## src/rtl/pipe_ctrl_pkg.sv

```systemverilog
// Shared types for the rv32i pipeline stall/flush sequencer (pipe_ctrl).
// Holds the sequencer state encoding and the bundle of stage-register controls.
package pipe_ctrl_pkg;

  typedef enum logic [1:0] {
    RUN      = 2'd0,
    MEM_WAIT = 2'd1,
    SQUASH   = 2'd2
  } pipe_ctrl_state_t;

  // Load enables for PC and the four stage registers, plus bubble injects.
  typedef struct packed {
    logic load_pc;
    logic load_ifid;
    logic load_idex;
    logic load_exmem;
    logic load_memwb;
    logic flush_ifid;
    logic flush_idex;
  } stage_load_t;

  // Everything held: used while waiting on memory.
  function automatic stage_load_t sl_freeze();
    stage_load_t s;
    s = '{load_pc: 1'b0, load_ifid: 1'b0, load_idex: 1'b0, load_exmem: 1'b0,
          load_memwb: 1'b0, flush_ifid: 1'b0, flush_idex: 1'b0};
    return s;
  endfunction

  // Normal flow: every stage advances.
  function automatic stage_load_t sl_run();
    stage_load_t s;
    s = '{load_pc: 1'b1, load_ifid: 1'b1, load_idex: 1'b1, load_exmem: 1'b1,
          load_memwb: 1'b1, flush_ifid: 1'b0, flush_idex: 1'b0};
    return s;
  endfunction

  // Taken branch/jump: everything advances, both younger stages become bubbles.
  function automatic stage_load_t sl_redirect();
    stage_load_t s;
    s = '{load_pc: 1'b1, load_ifid: 1'b1, load_idex: 1'b1, load_exmem: 1'b1,
          load_memwb: 1'b1, flush_ifid: 1'b1, flush_idex: 1'b1};
    return s;
  endfunction

  // Load-use: PC and IF/ID hold, a bubble enters EX, the back end drains.
  function automatic stage_load_t sl_bubble();
    stage_load_t s;
    s = '{load_pc: 1'b0, load_ifid: 1'b0, load_idex: 1'b1, load_exmem: 1'b1,
          load_memwb: 1'b1, flush_ifid: 1'b0, flush_idex: 1'b1};
    return s;
  endfunction

  // Reset: nothing loads, both flushes asserted.
  function automatic stage_load_t sl_reset();
    stage_load_t s;
    s = '{load_pc: 1'b0, load_ifid: 1'b0, load_idex: 1'b0, load_exmem: 1'b0,
          load_memwb: 1'b0, flush_ifid: 1'b1, flush_idex: 1'b1};
    return s;
  endfunction

endpackage

```

## src/rtl/pipe_ctrl_hazard_detect.sv

```systemverilog
// Load-use hazard compare between the EX load destination and ID sources.
// Purely combinational so the forwarding unit can reuse it.
module hazard_detect #(
  parameter int REG_W = 5
) (
  input  logic             ex_valid,
  input  logic             ex_is_load,
  input  logic [REG_W-1:0] ex_rd,
  input  logic [REG_W-1:0] id_rs1,
  input  logic [REG_W-1:0] id_rs2,
  input  logic             id_use_rs1,
  input  logic             id_use_rs2,
  output logic             loaduse
);

  logic rd_nonzero_s;
  logic rs1_hit_s;
  logic rs2_hit_s;

  // x0 never creates a dependency, so a load into x0 cannot stall.
  assign rd_nonzero_s = (ex_rd != {REG_W{1'b0}});
  assign rs1_hit_s    = id_use_rs1 & (id_rs1 == ex_rd);
  assign rs2_hit_s    = id_use_rs2 & (id_rs2 == ex_rd);
  assign loaduse      = ex_valid & ex_is_load & rd_nonzero_s & (rs1_hit_s | rs2_hit_s);

endmodule

```

## src/rtl/pipe_ctrl.sv

```systemverilog
// pipe_ctrl: stall/flush sequencer for the 5-stage rv32i pipeline.
// Optional build macro: PIPE_CTRL_PERF_EN enables the 32-bit perf counters;
// without it the perf_* ports are tied to zero.
module pipe_ctrl
  import pipe_ctrl_pkg::*;
#(
  parameter int REG_W     = 5,
  parameter int TIMEOUT_W = 8
) (
  input  logic             clk,
  input  logic             rst,
  input  logic             imem_read,
  input  logic             imem_resp,
  input  logic             dmem_req,
  input  logic             dmem_resp,
  input  logic             ex_valid,
  input  logic             ex_br_taken,
  input  logic             ex_is_load,
  input  logic [REG_W-1:0] ex_rd,
  input  logic [REG_W-1:0] id_rs1,
  input  logic [REG_W-1:0] id_rs2,
  input  logic             id_use_rs1,
  input  logic             id_use_rs2,
  output logic             load_pc,
  output logic             load_ifid,
  output logic             load_idex,
  output logic             load_exmem,
  output logic             load_memwb,
  output logic             flush_ifid,
  output logic             flush_idex,
  output logic             pc_sel,
  output logic             stall,
  output logic             mem_timeout,
  output logic [31:0]      perf_stall,
  output logic [31:0]      perf_flush,
  output logic [31:0]      perf_loaduse
);

  localparam logic [TIMEOUT_W-1:0] CNT_MAX = {TIMEOUT_W{1'b1}};
  localparam logic [TIMEOUT_W-1:0] CNT_ONE = {{(TIMEOUT_W-1){1'b0}}, 1'b1};

  pipe_ctrl_state_t     state_q, state_d;
  logic                 stale_q, stale_d;   // redirect seen while its fetch was outstanding
  logic [TIMEOUT_W-1:0] cnt_q, cnt_d;
  logic                 timeout_q, timeout_d;

  logic        imem_wait_s, dmem_wait_s, mem_busy_s, redirect_s, loaduse_s;
  stage_load_t ctl_s;
  logic        pc_sel_s, stall_s;

  assign imem_wait_s = imem_read & ~imem_resp;
  assign dmem_wait_s = dmem_req & ~dmem_resp;
  assign mem_busy_s  = imem_wait_s | dmem_wait_s;
  assign redirect_s  = ex_valid & ex_br_taken;

  hazard_detect #(.REG_W(REG_W)) u_hazard (
    .ex_valid   (ex_valid),
    .ex_is_load (ex_is_load),
    .ex_rd      (ex_rd),
    .id_rs1     (id_rs1),
    .id_rs2     (id_rs2),
    .id_use_rs1 (id_use_rs1),
    .id_use_rs2 (id_use_rs2),
    .loaduse    (loaduse_s)
  );

  // State register with synchronous reset; reset also drops any pending redirect.
  always_ff @(posedge clk) begin
    if (rst) begin
      state_q <= RUN;
      stale_q <= 1'b0;
    end else begin
      state_q <= state_d;
      stale_q <= stale_d;
    end
  end

  // Next-state logic. EX is frozen while waiting, so a held redirect is simply
  // re-evaluated from the (unchanged) EX inputs when the wait ends.
  always_comb begin
    state_d = state_q;
    stale_d = stale_q;
    case (state_q)
      RUN: begin
        if (mem_busy_s) begin
          if (redirect_s & imem_wait_s & ~dmem_wait_s) begin
            // Only the wrong-path fetch is outstanding: squash it when it returns.
            state_d = SQUASH;
            stale_d = 1'b0;
          end else begin
            state_d = MEM_WAIT;
            stale_d = redirect_s & imem_wait_s;
          end
        end else begin
          state_d = RUN;
          stale_d = 1'b0;
        end
      end
      MEM_WAIT: begin
        if (mem_busy_s) begin
          if (stale_q & ~dmem_wait_s) begin
            // Data side done; what remains is the fetch issued before the redirect.
            state_d = SQUASH;
            stale_d = 1'b0;
          end else begin
            state_d = MEM_WAIT;
          end
        end else begin
          state_d = RUN;
          stale_d = 1'b0;
        end
      end
      SQUASH: begin
        if (mem_busy_s) begin
          state_d = SQUASH;
        end else begin
          state_d = RUN;
        end
        stale_d = 1'b0;
      end
      default: begin
        state_d = RUN;
        stale_d = 1'b0;
      end
    endcase
  end

  // Output decode: stage enables, flushes, PC select and stall for this cycle.
  always_comb begin
    ctl_s    = sl_freeze();
    pc_sel_s = 1'b0;
    stall_s  = 1'b0;
    if (rst) begin
      ctl_s = sl_reset();
    end else begin
      case (state_q)
        RUN, MEM_WAIT: begin
          if (mem_busy_s) begin
            stall_s = 1'b1;
          end else if (redirect_s) begin
            ctl_s    = sl_redirect();
            pc_sel_s = 1'b1;
          end else if (loaduse_s) begin
            ctl_s = sl_bubble();
          end else begin
            ctl_s = sl_run();
          end
        end
        SQUASH: begin
          if (mem_busy_s) begin
            stall_s = 1'b1;
          end else begin
            // Stale response lands in IF/ID as a bubble; PC takes the held EX target.
            ctl_s    = sl_redirect();
            pc_sel_s = 1'b1;
          end
        end
        default: begin
          ctl_s   = sl_freeze();
          stall_s = 1'b1;
        end
      endcase
    end
  end

  // Watchdog next-state: count stalled cycles (saturating), sticky flag at the top.
  always_comb begin
    if (stall_s) begin
      if (cnt_q == CNT_MAX) begin
        cnt_d = cnt_q;
      end else begin
        cnt_d = cnt_q + CNT_ONE;
      end
    end else begin
      cnt_d = {TIMEOUT_W{1'b0}};
    end
    timeout_d = timeout_q | (cnt_d == CNT_MAX);
  end

  // Watchdog registers; the flag only clears on reset, the pipeline keeps waiting.
  always_ff @(posedge clk) begin
    if (rst) begin
      cnt_q     <= {TIMEOUT_W{1'b0}};
      timeout_q <= 1'b0;
    end else begin
      cnt_q     <= cnt_d;
      timeout_q <= timeout_d;
    end
  end

  assign load_pc     = ctl_s.load_pc;
  assign load_ifid   = ctl_s.load_ifid;
  assign load_idex   = ctl_s.load_idex;
  assign load_exmem  = ctl_s.load_exmem;
  assign load_memwb  = ctl_s.load_memwb;
  assign flush_ifid  = ctl_s.flush_ifid;
  assign flush_idex  = ctl_s.flush_idex;
  assign pc_sel      = pc_sel_s;
  assign stall       = stall_s;
  assign mem_timeout = timeout_q;

`ifdef PIPE_CTRL_PERF_EN
  logic [31:0] perf_stall_q, perf_flush_q, perf_loaduse_q;

  // Perf counters: an applied redirect is the only decode with load_pc and
  // flush_ifid together; a bubble is the only one with flush_idex alone.
  always_ff @(posedge clk) begin
    if (rst) begin
      perf_stall_q   <= 32'd0;
      perf_flush_q   <= 32'd0;
      perf_loaduse_q <= 32'd0;
    end else begin
      if (stall_s) begin
        perf_stall_q <= perf_stall_q + 32'd1;
      end else begin
        perf_stall_q <= perf_stall_q;
      end
      if (ctl_s.load_pc & ctl_s.flush_ifid) begin
        perf_flush_q <= perf_flush_q + 32'd1;
      end else begin
        perf_flush_q <= perf_flush_q;
      end
      if (ctl_s.flush_idex & ~ctl_s.flush_ifid) begin
        perf_loaduse_q <= perf_loaduse_q + 32'd1;
      end else begin
        perf_loaduse_q <= perf_loaduse_q;
      end
    end
  end

  assign perf_stall   = perf_stall_q;
  assign perf_flush   = perf_flush_q;
  assign perf_loaduse = perf_loaduse_q;
`else
  assign perf_stall   = 32'd0;
  assign perf_flush   = 32'd0;
  assign perf_loaduse = 32'd0;
`endif

endmodule

```

## config.mk

```make
export PLATFORM = sky130hd
export DESIGN_NAME = pipe_ctrl
export DESIGN_NICKNAME = d
export VERILOG_FILES = /design/src/rtl/pipe_ctrl_pkg.sv /design/src/rtl/pipe_ctrl_hazard_detect.sv /design/src/rtl/pipe_ctrl.sv
export SDC_FILE = /design/constraint.sdc
export NUM_CORES = 1
export LEC_CHECK = 0
export CORE_MARGIN = 8
export CORE_UTILIZATION = 36
export CTS_CLUSTER_DIAMETER = 30
export DETAILED_ROUTE_END_ITERATION = 10
export PLACE_DENSITY = 0.88
export SYNTH_ARGS = -nofsm -noshare
export SYNTH_HDL_FRONTEND = slang
export SYNTH_SLANG_ARGS = --single-unit
```

## constraint.sdc

```tcl
create_clock -name clk -period 6.8 [get_ports clk]
set_input_delay 2.04 -clock clk [delete_from_list [all_inputs] [get_ports clk]]
set_output_delay 2.04 -clock clk [all_outputs]
set_load 0.05 [all_outputs]
```

# Yosys cells after proc, flatten, opt, wreduce, memory -nomap -nowiden
# Index checks and enable logic that the tools add are counted.
[totals] ff_bits=12 inputBits=26 wordCells=60
[op_classes] add_sub_neg=1 n_eq_ne=7 mux=27 bitwise=17 reduce_logical=4
[op_table] op="two-way mux 7 bit" n=5
[op_table] op="== test 8 bit (second input constant)" n=2
[op_table] op="two-way mux 8 bit" n=2
[op_table] op="case mux 7 bit (2 select lines)" n=1
[op_table] op="AND 1 bit" n=11
[op_table] op="two-way mux 1 bit" n=11
[op_table] op="== test 5 bit" n=2
[op_table] op="two-way mux 2 bit" n=5
[op_table] op="adder 8 x 1 -> 8 bit (second input constant)" n=1
[op_table] op="case mux 2 bit (3 select lines)" n=1
[op_table] op="nonzero test 5 bit" n=1
[op_table] op="case mux 1 bit (2 select lines)" n=2
[op_table] op="inequality test 3 bit (second input constant)" n=1
[op_table] op="NOT 1 bit" n=3
[op_table] op="bitwise OR 1 bit" n=3
[op_table] op="OR reduction 3 bit" n=1
[op_table] op="== test 2 x 1 -> 1 bit (second input constant)" n=1
[op_table] op="== test 2 bit (second input constant)" n=1
[op_table] op="zero test 2 bit" n=1
[op_table] op="OR reduction 2 bit" n=1

# Depth between registers and ports, before layout
# Gate-level depths: netlist of run 1.
[depth] word_depth=9 mapped_depth=7

# Cells and area by module
# Synthesis of run 1 repeated with hierarchy kept, for this count alone.
[unflattened] hier_cells=204 area_unflattened_um2=1619.1
[modules_own_cells] module="pipe_ctrl" n_inst=1 cells_per_inst=187 area_each_um2=1483.9 seq_area_each_um2=240.2
[modules_own_cells] module="hazard_detect" n_inst=1 cells_per_inst=17 area_each_um2=135.1 seq_area_each_um2=0.0

# Worst setup path before layout of run 1
# No wires, ideal clock.
[synth_path] path_kind="input port to output port" startpoint="input dmem_resp" endpoint="output load_pc" t_arrival_ns=4.798 t_required_ns=4.760 setup_slack_ns=-0.038 path_stages=5 path_buffers=1 cell_sequence="nand2b_1 nand3_1 nor2_1 a21boi_0 buf_4"
[synth_via] elab_chain_cells=6 word_cells_on_any_way=7
[synth_rtl] element="from (decl)" line="pipe_ctrl.sv:15" rtl="input logic dmem_resp,"
[synth_rtl] element="NOT 1 bit *" line="pipe_ctrl.sv:52" rtl="assign dmem_wait_s = dmem_req & ~dmem_resp;"
[synth_rtl] element="AND 1 bit *" line="pipe_ctrl.sv:52"
[synth_rtl] element="bitwise OR 1 bit *" line="pipe_ctrl.sv:53" rtl="assign mem_busy_s = imem_wait_s | dmem_wait_s;"
[synth_rtl] element="two-way mux 7 bit, on equally long branches" line="pipe_ctrl.sv:150, pipe_ctrl.sv:138"
[synth_rtl] element="case mux 7 bit (2 select lines) *" line="pipe_ctrl.sv:136" rtl="case (state_q)"
[synth_rtl] element="two-way mux 7 bit *" line="pipe_ctrl.sv:133" rtl="if (rst) begin"
[synth_rtl] element="to (decl)" line="pipe_ctrl.sv:24" rtl="output logic load_pc,"
# Every way passes the cells marked *; elsewhere a longest branch is shown, timed or not.

# Final worst setup path of run 1
[layout_path] startpoint="input ex_rd[3]" endpoint="output load_ifid"
[layout_via] elab_chain_cells=9 word_cells_on_any_way=13
[layout_rtl] element="from (decl)" line="pipe_ctrl.sv:19" rtl="input logic [REG_W-1:0] ex_rd,"
[layout_rtl] element="== test 5 bit, on equally long branches" line="pipe_ctrl_hazard_detect.sv:22, pipe_ctrl_hazard_detect.sv:23"
[layout_rtl] element="AND 1 bit, on equally long branches" line="pipe_ctrl_hazard_detect.sv:22, pipe_ctrl_hazard_detect.sv:23"
[layout_rtl] element="bitwise OR 1 bit" line="pipe_ctrl_hazard_detect.sv:24" rtl="assign loaduse = ex_valid & ex_is_load & rd_nonzero_s & (rs1_hit_s | rs2_hit_s);"
[layout_rtl] element="AND 1 bit *" line="pipe_ctrl_hazard_detect.sv:24"
[layout_rtl] element="two-way mux 7 bit *" line="pipe_ctrl.sv:143" rtl="end else if (loaduse_s) begin"
[layout_rtl] element="two-way mux 7 bit *" line="pipe_ctrl.sv:140" rtl="end else if (redirect_s) begin"
[layout_rtl] element="two-way mux 7 bit *" line="pipe_ctrl.sv:138" rtl="if (mem_busy_s) begin"
[layout_rtl] element="case mux 7 bit (2 select lines) *" line="pipe_ctrl.sv:136"
[layout_rtl] element="two-way mux 7 bit *" line="pipe_ctrl.sv:133"
[layout_rtl] element="to (decl)" line="pipe_ctrl.sv:25" rtl="output logic load_ifid,"
# Marks and branches as above.

==> key figures, run 1 <==
Placement
  – Input/output buffers: 35
  – Dpl hpwl: 3.04 mm
  – RD Place Congestion: 0.882
  – Placed cell areas: 0.00161 mm2

Yosys
  – Adder-cell share of the synthesized area: 0.00779
  – Syn_area_per_cell: 7.79 um2
  – Post-synth EDFFs: 0
  – Main combinational cell family by area after synthesis: buffers and inverters
  – Yosys cell types: 43
  – Primary FF master, synth: dfxtp_1
  – Cell accounting for the most synthesized area: buf_4
  – FFs w/ async S/R, synth: 0
  – Most area-consuming cells after synthesis: buf_4 (47%), dfxtp_1 (15%), xnor2_1 (6.5%)
  – Complex-gate fraction of the synthesized area: 0.122
  – Fraction of synthesized area in multiplexers: 0.00624
  – Synth Register Bits: 12
  – Synth warn: 0
  – Synth top area share: 0.468
  – Cells after synthesis: 206
  – Xor/xnor share of the synthesized area: 0.0709
  – Synthesized area: 0.00161 mm2
  – Top-count cell post-synth: buf_4
  – Seq/Total Area, Yosys: 0.150
  – Synth Area in Simple Gates: 0.157
  – Synth top cells by count: buf_4 (100), dfxtp_1 (12), nor2_1 (12), xnor2_1 (12)

Floorplan
  – Die area: 0.00685 mm2
  – Die Wd: 82.8 um
  – Die height: 82.8 um
  – Core Area: 0.00432 mm2
  – Initial Utilization: 0.371
  – I/O Pins: 132
  – # rows: 24

Drt
  – First-pass iteration count of the detailed router: 4
  – Met3 WL post-DR: 362 um
  – DR iter-0 viols: 69
  – Antenna Nets Post-Route: 0
  – DR WL/cell: 12.5 um
  – Detail Route met2 WL: 1.91 mm
  – Met1 WL: 1.30 mm
  – Post-Route WL: 3.62 mm
  – Via count: 1,168
  – Post-route DRC violation count: 0
  – Max Used Layer: met4
  – DR vias/cell: 4.04

CTS
  – Total CTS buffers: 3
  – Bufs on Longest Clock Path: 2
  – CTS tree: yes
  – Hold_buf cts: 0
  – CTS resizes: 0
  – Clock Latency Late Sink: 0.24 ns
  – Postcts setup bufs: 0
  – Root buf cell: clkbuf_8
  – H-tree Lvls: 1
  – Clock transition at the registers of the reported paths: 0.05 ns
  – Sink Count: 12

STA
  – RSZ-0062 raised after global routing: false
  – Max Clk Rate: 157 MHz
  – Fin Setup TNS: 0 ns
  – Final Hold Viols: 0
  – Tightest Pin Transition: 0.535 ns
  – Minimum clock period: 6.37 ns
  – Worst hold slack: 0.564 ns
  – Final worst-path cycle share: 0.937
  – Slew HR: 0.642
  – Fin. max-slew vios: 0
  – Final setup skew: 0.00120 ns
  – Final setup vio count: 0

Finish
  – Final instance area: 0.00166 mm2
  – Area delta synth->final: 3.43%
  – Final Util: 0.384
  – Fin nets: 265
  – Layout cells sized above 1: 0.0464
  – # diodes: 0

Setup path
  – Crit path kind: in2out
  – Startpoint Class: input pin
  – Crit path arrival time: 4.33 ns
  – Critical Path Source: ex_rd[3]
  – Worst Setup EP: load_ifid
  – Required time worst endpoint: 4.76 ns
  – R2r setup slk: 5.02 ns
  – Worst Setup End Kind: output port
  – Reg-to-Reg Start: cnt_q[0]$_SDFF_PP0_
  – Max Fanout on Critical Path: 3
  – Worst R2R End: mem_timeout$_SDFF_PP0_
  – Worst r2r path cells: 5

Global routing
  – Largest net degree at the start of global routing: 9
  – Vias in the first global route: 1,153
  – First-pass GRT wire length: 5.09 mm
  – Total gr overflow: 0
  – Initial antenna violation count: 0
  – Total GRT Usage: 0.0928

Power and ir drop
  – Static Leak: 0.727 nW
  – PD cells: 196 mW/mm2
  – IR drop worst, VDD: 0.0546 mV
  – PnR Total Power: 0.326 mW

Flow run
  – Max Cap Viol: 0

Min path
  – Min-delay worst type: reg2reg

Status
  – Status: finished, final reports clean
registers in the layout (all words and copies together), names as in the netlist:
signal       count
state_q          2
cnt_q            8
stale_q          1
mem_timeout      1
metal layers:
layer	vias to the layer above	track usage
met3	5	0.0162
met2	77	0.174
li1	558	-
met5	-	0
met1	528	0.0981
met4	0	0.0414
logic make-up after synthesis:
family                   after synthesis
XOR/XNOR                              13
multiplexers                           1
AO/OA/AOI/OAI                         28
buffers and inverters                104
adder cells (fa/ha/maj)                1
other                                  1
AND/OR/NAND/NOR                       46
flip-flops                            12
power breakdown:
part | leakage, nW | total [mW] | internal [mW] | switching (mW)
combinational | 0.601 | 0.173 | 0.0270 | 0.146
clock | 0.0288 | 0.0793 | 0.0513 | 0.0280
sequential | 0.0972 | 0.0736 | 0.0716 | 0.00198
through the flow:
step	instances	setup WS [ns]
2_1_floorplan	301	0.369
3_3_place_gp	285	0.424
3_5_place_dp	285	0.423
4_1_cts	289	0.418
5_1_grt	289	0.314
6_report	289	0.430
cells in the final DEF, fill, tap and decap left out, types with 2 or more instances in the layout:
cell type / n
a21oi_1: 8
conb_1: 96
nand2b_1: 3
nor2_1: 12
o21ai_0: 3
a211oi_1: 3
nor3_1: 3
clkbuf_8: 4
o21bai_1: 2
xnor2_1: 12
clkdlybuf4s50_1: 35
dfxtp_1: 12
nand4_1: 3
nand3_1: 5
nand2_1: 8
a31oi_1: 2
worst max-delay path: stages:
cell,delay [ns]
clkdlybuf4s50_1,0.49
or4_1,0.54
o211ai_2,0.17
nor3b_1,0.08
a21boi_1,0.19
clkdlybuf4s50_1,0.83
how the worst min path moves through the flow:
stage	start	slack, ns	end	cells after the start
4_1_cts	state_q[1]$_SDFF_PP0_	0.56	state_q[0]$_SDFF_PP0_	1
3_5_place_dp	cnt_q[6]$_SDFF_PP0_	0.55	mem_timeout$_SDFF_PP0_	2
6_report	cnt_q[1]$_SDFF_PP0_	0.56	cnt_q[1]$_SDFF_PP0_	2
5_1_grt	cnt_q[1]$_SDFF_PP0_	0.58	cnt_q[1]$_SDFF_PP0_	2
3_3_place_gp	cnt_q[1]$_SDFF_PP0_	0.54	cnt_q[1]$_SDFF_PP0_	2
2_1_floorplan	state_q[1]$_SDFF_PP0_	0.49	state_q[0]$_SDFF_PP0_	1
cell type report:
cell class	instances	area, um2
inverter	1	3.75
tap	52	65.1
timing repair buffer	35	350
multi-input combinational	185	946
sequential	12	240
clock buffer	4	55.1
fill	451	2660
Power figures use the tool's default switching activity.
==> inputs of run 2 (changes only) <==
- PLACE_DENSITY: 0.88 -> 0.86
==> key figures, run 2 (synthesized netlist as in run 1, its figures left out) <==
Finish
  – Layout Cells excl Fill: 290
  – # diodes: 0
  – Most common cell after layout, fill and taps aside: conb_1
  – Area delta synth->final: 3.90%
  – Layout cells sized above 1: 0.0504
  – Max reg flops: 8
  – Commonest cells after routing, fill and taps aside: conb_1 (96), clkdlybuf4s50_1 (35), nor2_1 (12), xnor2_1 (12), dfxtp_1 (12)
  – Top flop regs: cnt_q (8), state_q (2)
  – Most flop-heavy register: cnt_q
  – Fin nets: 266
  – Filler cell count: 449
  – Final instance area: 0.00167 mm2

Setup path
  – Crit path arrival time: 4.33 ns
  – Required time worst endpoint: 4.76 ns
  – Crit path kind: in2out
  – Cell mode on critical path: clkdlybuf4s50_1
  – Slowest cell delay on critical path: 0.83 ns
  – Slowest cell on the critical path: clkdlybuf4s50_1
  – Startpoint Class: input pin
  – Cells along the critical path: clkdlybuf4s50_1 > or4_1 > o211ai_2 > nor3b_1 > a21boi_1 > clkdlybuf4s50_1
  – Max Fanout on Critical Path: 3
  – Worst Setup End Kind: output port

Drt
  – DR iter-0 viols: 57
  – DR WL/cell: 12.6 um
  – Via count: 1,177
  – Met3 WL post-DR: 341 um
  – Post-Route WL: 3.66 mm
  – Met1 WL: 1.34 mm
  – Antenna Nets Post-Route: 0
  – Max Used Layer: met4
  – First-pass iteration count of the detailed router: 4
  – Post-route DRC violation count: 0
  – Detail Route met2 WL: 1.91 mm
  – DR vias/cell: 4.06

STA
  – RSZ-0062 raised after global routing: false
  – Minimum clock period: 6.37 ns
  – Final setup vio count: 0
  – Fin Setup TNS: 0 ns
  – Max Clk Rate: 157 MHz
  – Final worst-path cycle share: 0.937
  – Final setup skew: 0.00419 ns
  – Fin. max-slew vios: 0
  – Final Hold Viols: 0
  – Tightest Pin Transition: 0.530 ns
  – Worst hold slack: 0.567 ns
  – Slew HR: 0.646
  – Final WS setup: 0.425 ns

CTS
  – Clock Latency Late Sink: 0.24 ns
  – Bufs on Longest Clock Path: 2
  – Total CTS buffers: 3
  – H-tree Lvls: 1
  – Root buf cell: clkbuf_8
  – Hold_buf cts: 0
  – Sink Count: 12
  – Postcts setup bufs: 0
  – CTS resizes: 0
  – CTS tree: yes
  – Clock transition at the registers of the reported paths: 0.06 ns

Power and ir drop
  – Comb pwr share: 0.533
  – Static Leak: 0.731 nW
  – Switching Share: 0.540
  – Sw power: 0.176 mW
  – Clock share of power: 0.242
  – IR drop worst, VDD: 0.0653 mV
  – PD cells: 196 mW/mm2
  – Register share of total power: 0.225
  – Internal power: 0.150 mW

Floorplan
  – Die Wd: 82.8 um
  – # rows: 24
  – I/O Pins: 132
  – Initial Utilization: 0.371
  – Die height: 82.8 um
  – Core Area: 0.00432 mm2
  – Die area: 0.00685 mm2

Placement
  – Dpl cells: 286
  – Input/output buffers: 35
  – Dpl hpwl: 3.21 mm
  – RD Place Congestion: 0.812
  – Placed cell areas: 0.00161 mm2
  – DP Worst Slack: 0.410 ns

Min path
  – Min-delay worst type: reg2reg

Flow run
  – Max Cap Viol: 0

Status
  – Status: finished, final reports clean

Global routing
  – Vias in the first global route: 1,050
  – Largest net degree at the start of global routing: 9
  – First-pass GRT wire length: 4.95 mm
  – Initial antenna violation count: 0
  – Total GRT Usage: 0.0917
  – Total gr overflow: 0
-- run 2: cell types whose count changed in the layout (fill, tap and decap cells not counted) --
cell   delta
buf_4     +1
-- run 2: worst max-delay path, delay by kind of cell --
kind | cells | cell delay, ns
buffers and inverters | 2 | 1.29
and+or+nand+nor | 2 | 0.64
AOI/OAI and AO/OA | 2 | 0.37
-- run 2: path summary, 6_finish.rpt --
kind,start,cells past startpoint,endpoint,slack [ns]
max,ex_rd[0],6,load_pc,0.43
max reg2reg,cnt_q[0]$_SDFF_PP0_,5,mem_timeout$_SDFF_PP0_,5.06
min,cnt_q[6]$_SDFF_PP0_,2,mem_timeout$_SDFF_PP0_,0.57
min reg2reg,cnt_q[6]$_SDFF_PP0_,2,mem_timeout$_SDFF_PP0_,0.57
-- run 2: cell type report --
class                           count  area [um2]  area share
Timing Repair Buffer               36         358       0.215
Tap cell                           52        65.1      0.0390
Sequential cell                    12         240       0.144
Inverter                            1        3.75     0.00225
Clock buffer                        4        55.1      0.0330
Multi-Input combinational cell    185         946       0.567
-- run 2: routing by layer --
metal | global-route usage | up-vias
met4 | 0.0466 | 0
met5 | 0 | -
met3 | 0.00970 | 7
met2 | 0.159 | 79
met1 | 0.109 | 528
li1 | - | 563
-- run 2: power groups by stage --
stage               Sequential [mW]  Clock, mW  Combinational [mW]
finish                       0.0736     0.0791               0.174
global route                 0.0738     0.0843               0.180
CTS                          0.0735     0.0801               0.171
detailed placement           0.0750          0               0.171
global placement             0.0749          0               0.170
floorplan                    0.0746          0               0.189
-- run 2: stage by stage --
step | util | total power, mW
finish | 0.386 | 0.327
global route | 0.386 | 0.339
CTS | 0.386 | 0.325
detailed placement | 0.373 | 0.246
global placement | 0.373 | 0.245
floorplan | - | 0.263
==> inputs of run 3 (changes only) <==
- CTS_BUF_LIST: unset -> sky130_fd_sc_hd__clkbuf_2
- GPL_TIMING_DRIVEN: unset -> 0
- clock period: 6.8 -> 7.8 ns (I/O delays scaled with it)
==> key figures, run 3 (synthesized netlist as in run 1, its figures left out) <==
Finish
  – Top flop regs: cnt_q (8), state_q (2)
  – Max reg flops: 8
  – Final instance area: 0.00240 mm2
  – Final Util: 0.554
  – Multi-input logic area: 946 um2
  – Fin nets: 368
  – Reg area: 240 um2
  – # diodes: 0
  – Area delta synth->final: 49.3%
  – Commonest cells after routing, fill and taps aside: buf_4 (100), conb_1 (96), clkdlybuf4s50_1 (35)
  – Layout cells sized above 1: 0.332
  – Most common cell after layout, fill and taps aside: buf_4
  – Filler cell count: 420
  – Most flop-heavy register: cnt_q

Power and ir drop
  – PD cells: 120 mW/mm2
  – Clock share of power: 0.110
  – Static Leak: 1.27 nW
  – Comb pwr share: 0.667
  – Switching Share: 0.542
  – IR drop worst, VDD: 0.0460 mV
  – Register share of total power: 0.223
  – Internal power: 0.132 mW
  – Sw power: 0.155 mW

Drt
  – DR iter-0 viols: 108
  – First-pass iteration count of the detailed router: 4
  – Post-route DRC violation count: 0
  – DR WL/cell: 10.0 um
  – Detail Route met2 WL: 2.17 mm
  – Post-Route WL: 3.92 mm
  – DR vias/cell: 3.57
  – Antenna Nets Post-Route: 0
  – Max Used Layer: met4
  – Met3 WL post-DR: 526 um
  – Via count: 1,401
  – Met1 WL: 1.18 mm

Status
  – Status: finished, final reports clean

Setup path
  – Crit path arrival time: 4.81 ns
  – Worst Setup End Kind: output port
  – Required time worst endpoint: 5.46 ns
  – Max Fanout on Critical Path: 3
  – Crit path kind: in2out
  – Startpoint Class: input pin

STA
  – Final setup vio count: 0
  – Final setup skew: 0.00979 ns
  – Slew HR: 0.648
  – Final Hold Viols: 0
  – Fin Setup TNS: 0 ns
  – RSZ-0062 raised after global routing: false
  – Final worst-path cycle share: 0.917
  – Fin. max-slew vios: 0
  – Max Clk Rate: 140 MHz
  – Minimum clock period: 7.15 ns
  – Tightest Pin Transition: 0.527 ns

Floorplan
  – Die area: 0.00685 mm2
  – # rows: 24
  – Die Wd: 82.8 um
  – Initial Utilization: 0.371
  – Die height: 82.8 um
  – Core Area: 0.00432 mm2
  – I/O Pins: 132

CTS
  – Clock Latency Late Sink: 0.27 ns
  – Sink Count: 12
  – CTS resizes: 0
  – Bufs on Longest Clock Path: 2
  – Clock transition at the registers of the reported paths: 0.12 ns
  – Root buf cell: clkbuf_2
  – Postcts setup bufs: 0
  – Hold_buf cts: 0
  – CTS tree: yes
  – Total CTS buffers: 3
  – H-tree Lvls: 1

Min path
  – Min-delay worst type: reg2reg

Flow run
  – Max Cap Viol: 0

Placement
  – Placed cell areas: 0.00238 mm2
  – Dpl hpwl: 3.63 mm
  – Input/output buffers: 35
  – RD Place Congestion: 0.892

Global routing
  – Initial antenna violation count: 0
  – Largest net degree at the start of global routing: 9
  – Total GRT Usage: 0.102
  – Total gr overflow: 0
  – First-pass GRT wire length: 5.60 mm
  – Vias in the first global route: 1,242
run 3: cell types whose count changed in the layout (fill, tap and decap cells not counted):
cell      change
buf_4        +99
clkbuf_8      -4
clkbuf_2      +3
buf_2         +2
a21boi_0      +1
a21boi_1      -1
buf_6         +1
clkinv_1      +1
run 3: layout make-up:
cell class	count	area share
clock inverters	1	0.00157
clock buffers	3	0.00627
inverters	1	0.00157
repair buffers	35	0.146
flip-flops and latches	12	0.100
plain buffers	103	0.322
well taps	52	0.0272
multi-input cells	185	0.395
run 3: worst paths after layout:
kind                                     startpoint                      to  slack (ns)  cells past startpoint
worst min register to register  cnt_q[6]$_SDFF_PP0_  mem_timeout$_SDFF_PP0_        0.56                      2
worst min-delay path            cnt_q[6]$_SDFF_PP0_  mem_timeout$_SDFF_PP0_        0.56                      2
worst max register to register  cnt_q[0]$_SDFF_PP0_  mem_timeout$_SDFF_PP0_        6.05                      5
worst max-delay path                       ex_rd[0]                 load_pc        0.65                      7
run 3: critical path, stage by stage:
cell,delay (ns)
clkdlybuf4s50_1,0.47
or4_1,0.55
o211ai_2,0.18
nor3b_1,0.08
a21boi_0,0.24
buf_4,0.15
clkdlybuf4s50_1,0.79
run 3: power groups by stage:
stage | sequential, mW | clock (mW) | combinational, mW
floorplan | 0.0650 | 0 | 0.164
global placement | 0.0653 | 0 | 0.187
detailed placement | 0.0653 | 0 | 0.188
CTS | 0.0639 | 0.0323 | 0.188
global route | 0.0642 | 0.0361 | 0.200
finish | 0.0640 | 0.0316 | 0.191
run 3: per-stage QoR:
stage	instances	total power, mW	hold WS, ns	worst slack (ns)
2_1_floorplan	301	0.229	0.490	0.362
3_3_place_gp	388	0.252	0.531	0.661
3_5_place_dp	388	0.253	0.548	0.642
4_1_cts	392	0.284	0.563	0.636
5_1_grt	392	0.301	0.604	0.485
6_report	392	0.287	0.563	0.650
run 3: layer usage:
metal,GRT usage,vias to the layer above
met5,0,-
met4,0.0310,0
met3,0.0356,5
met2,0.207,69
met1,0.0918,561
li1,-,766
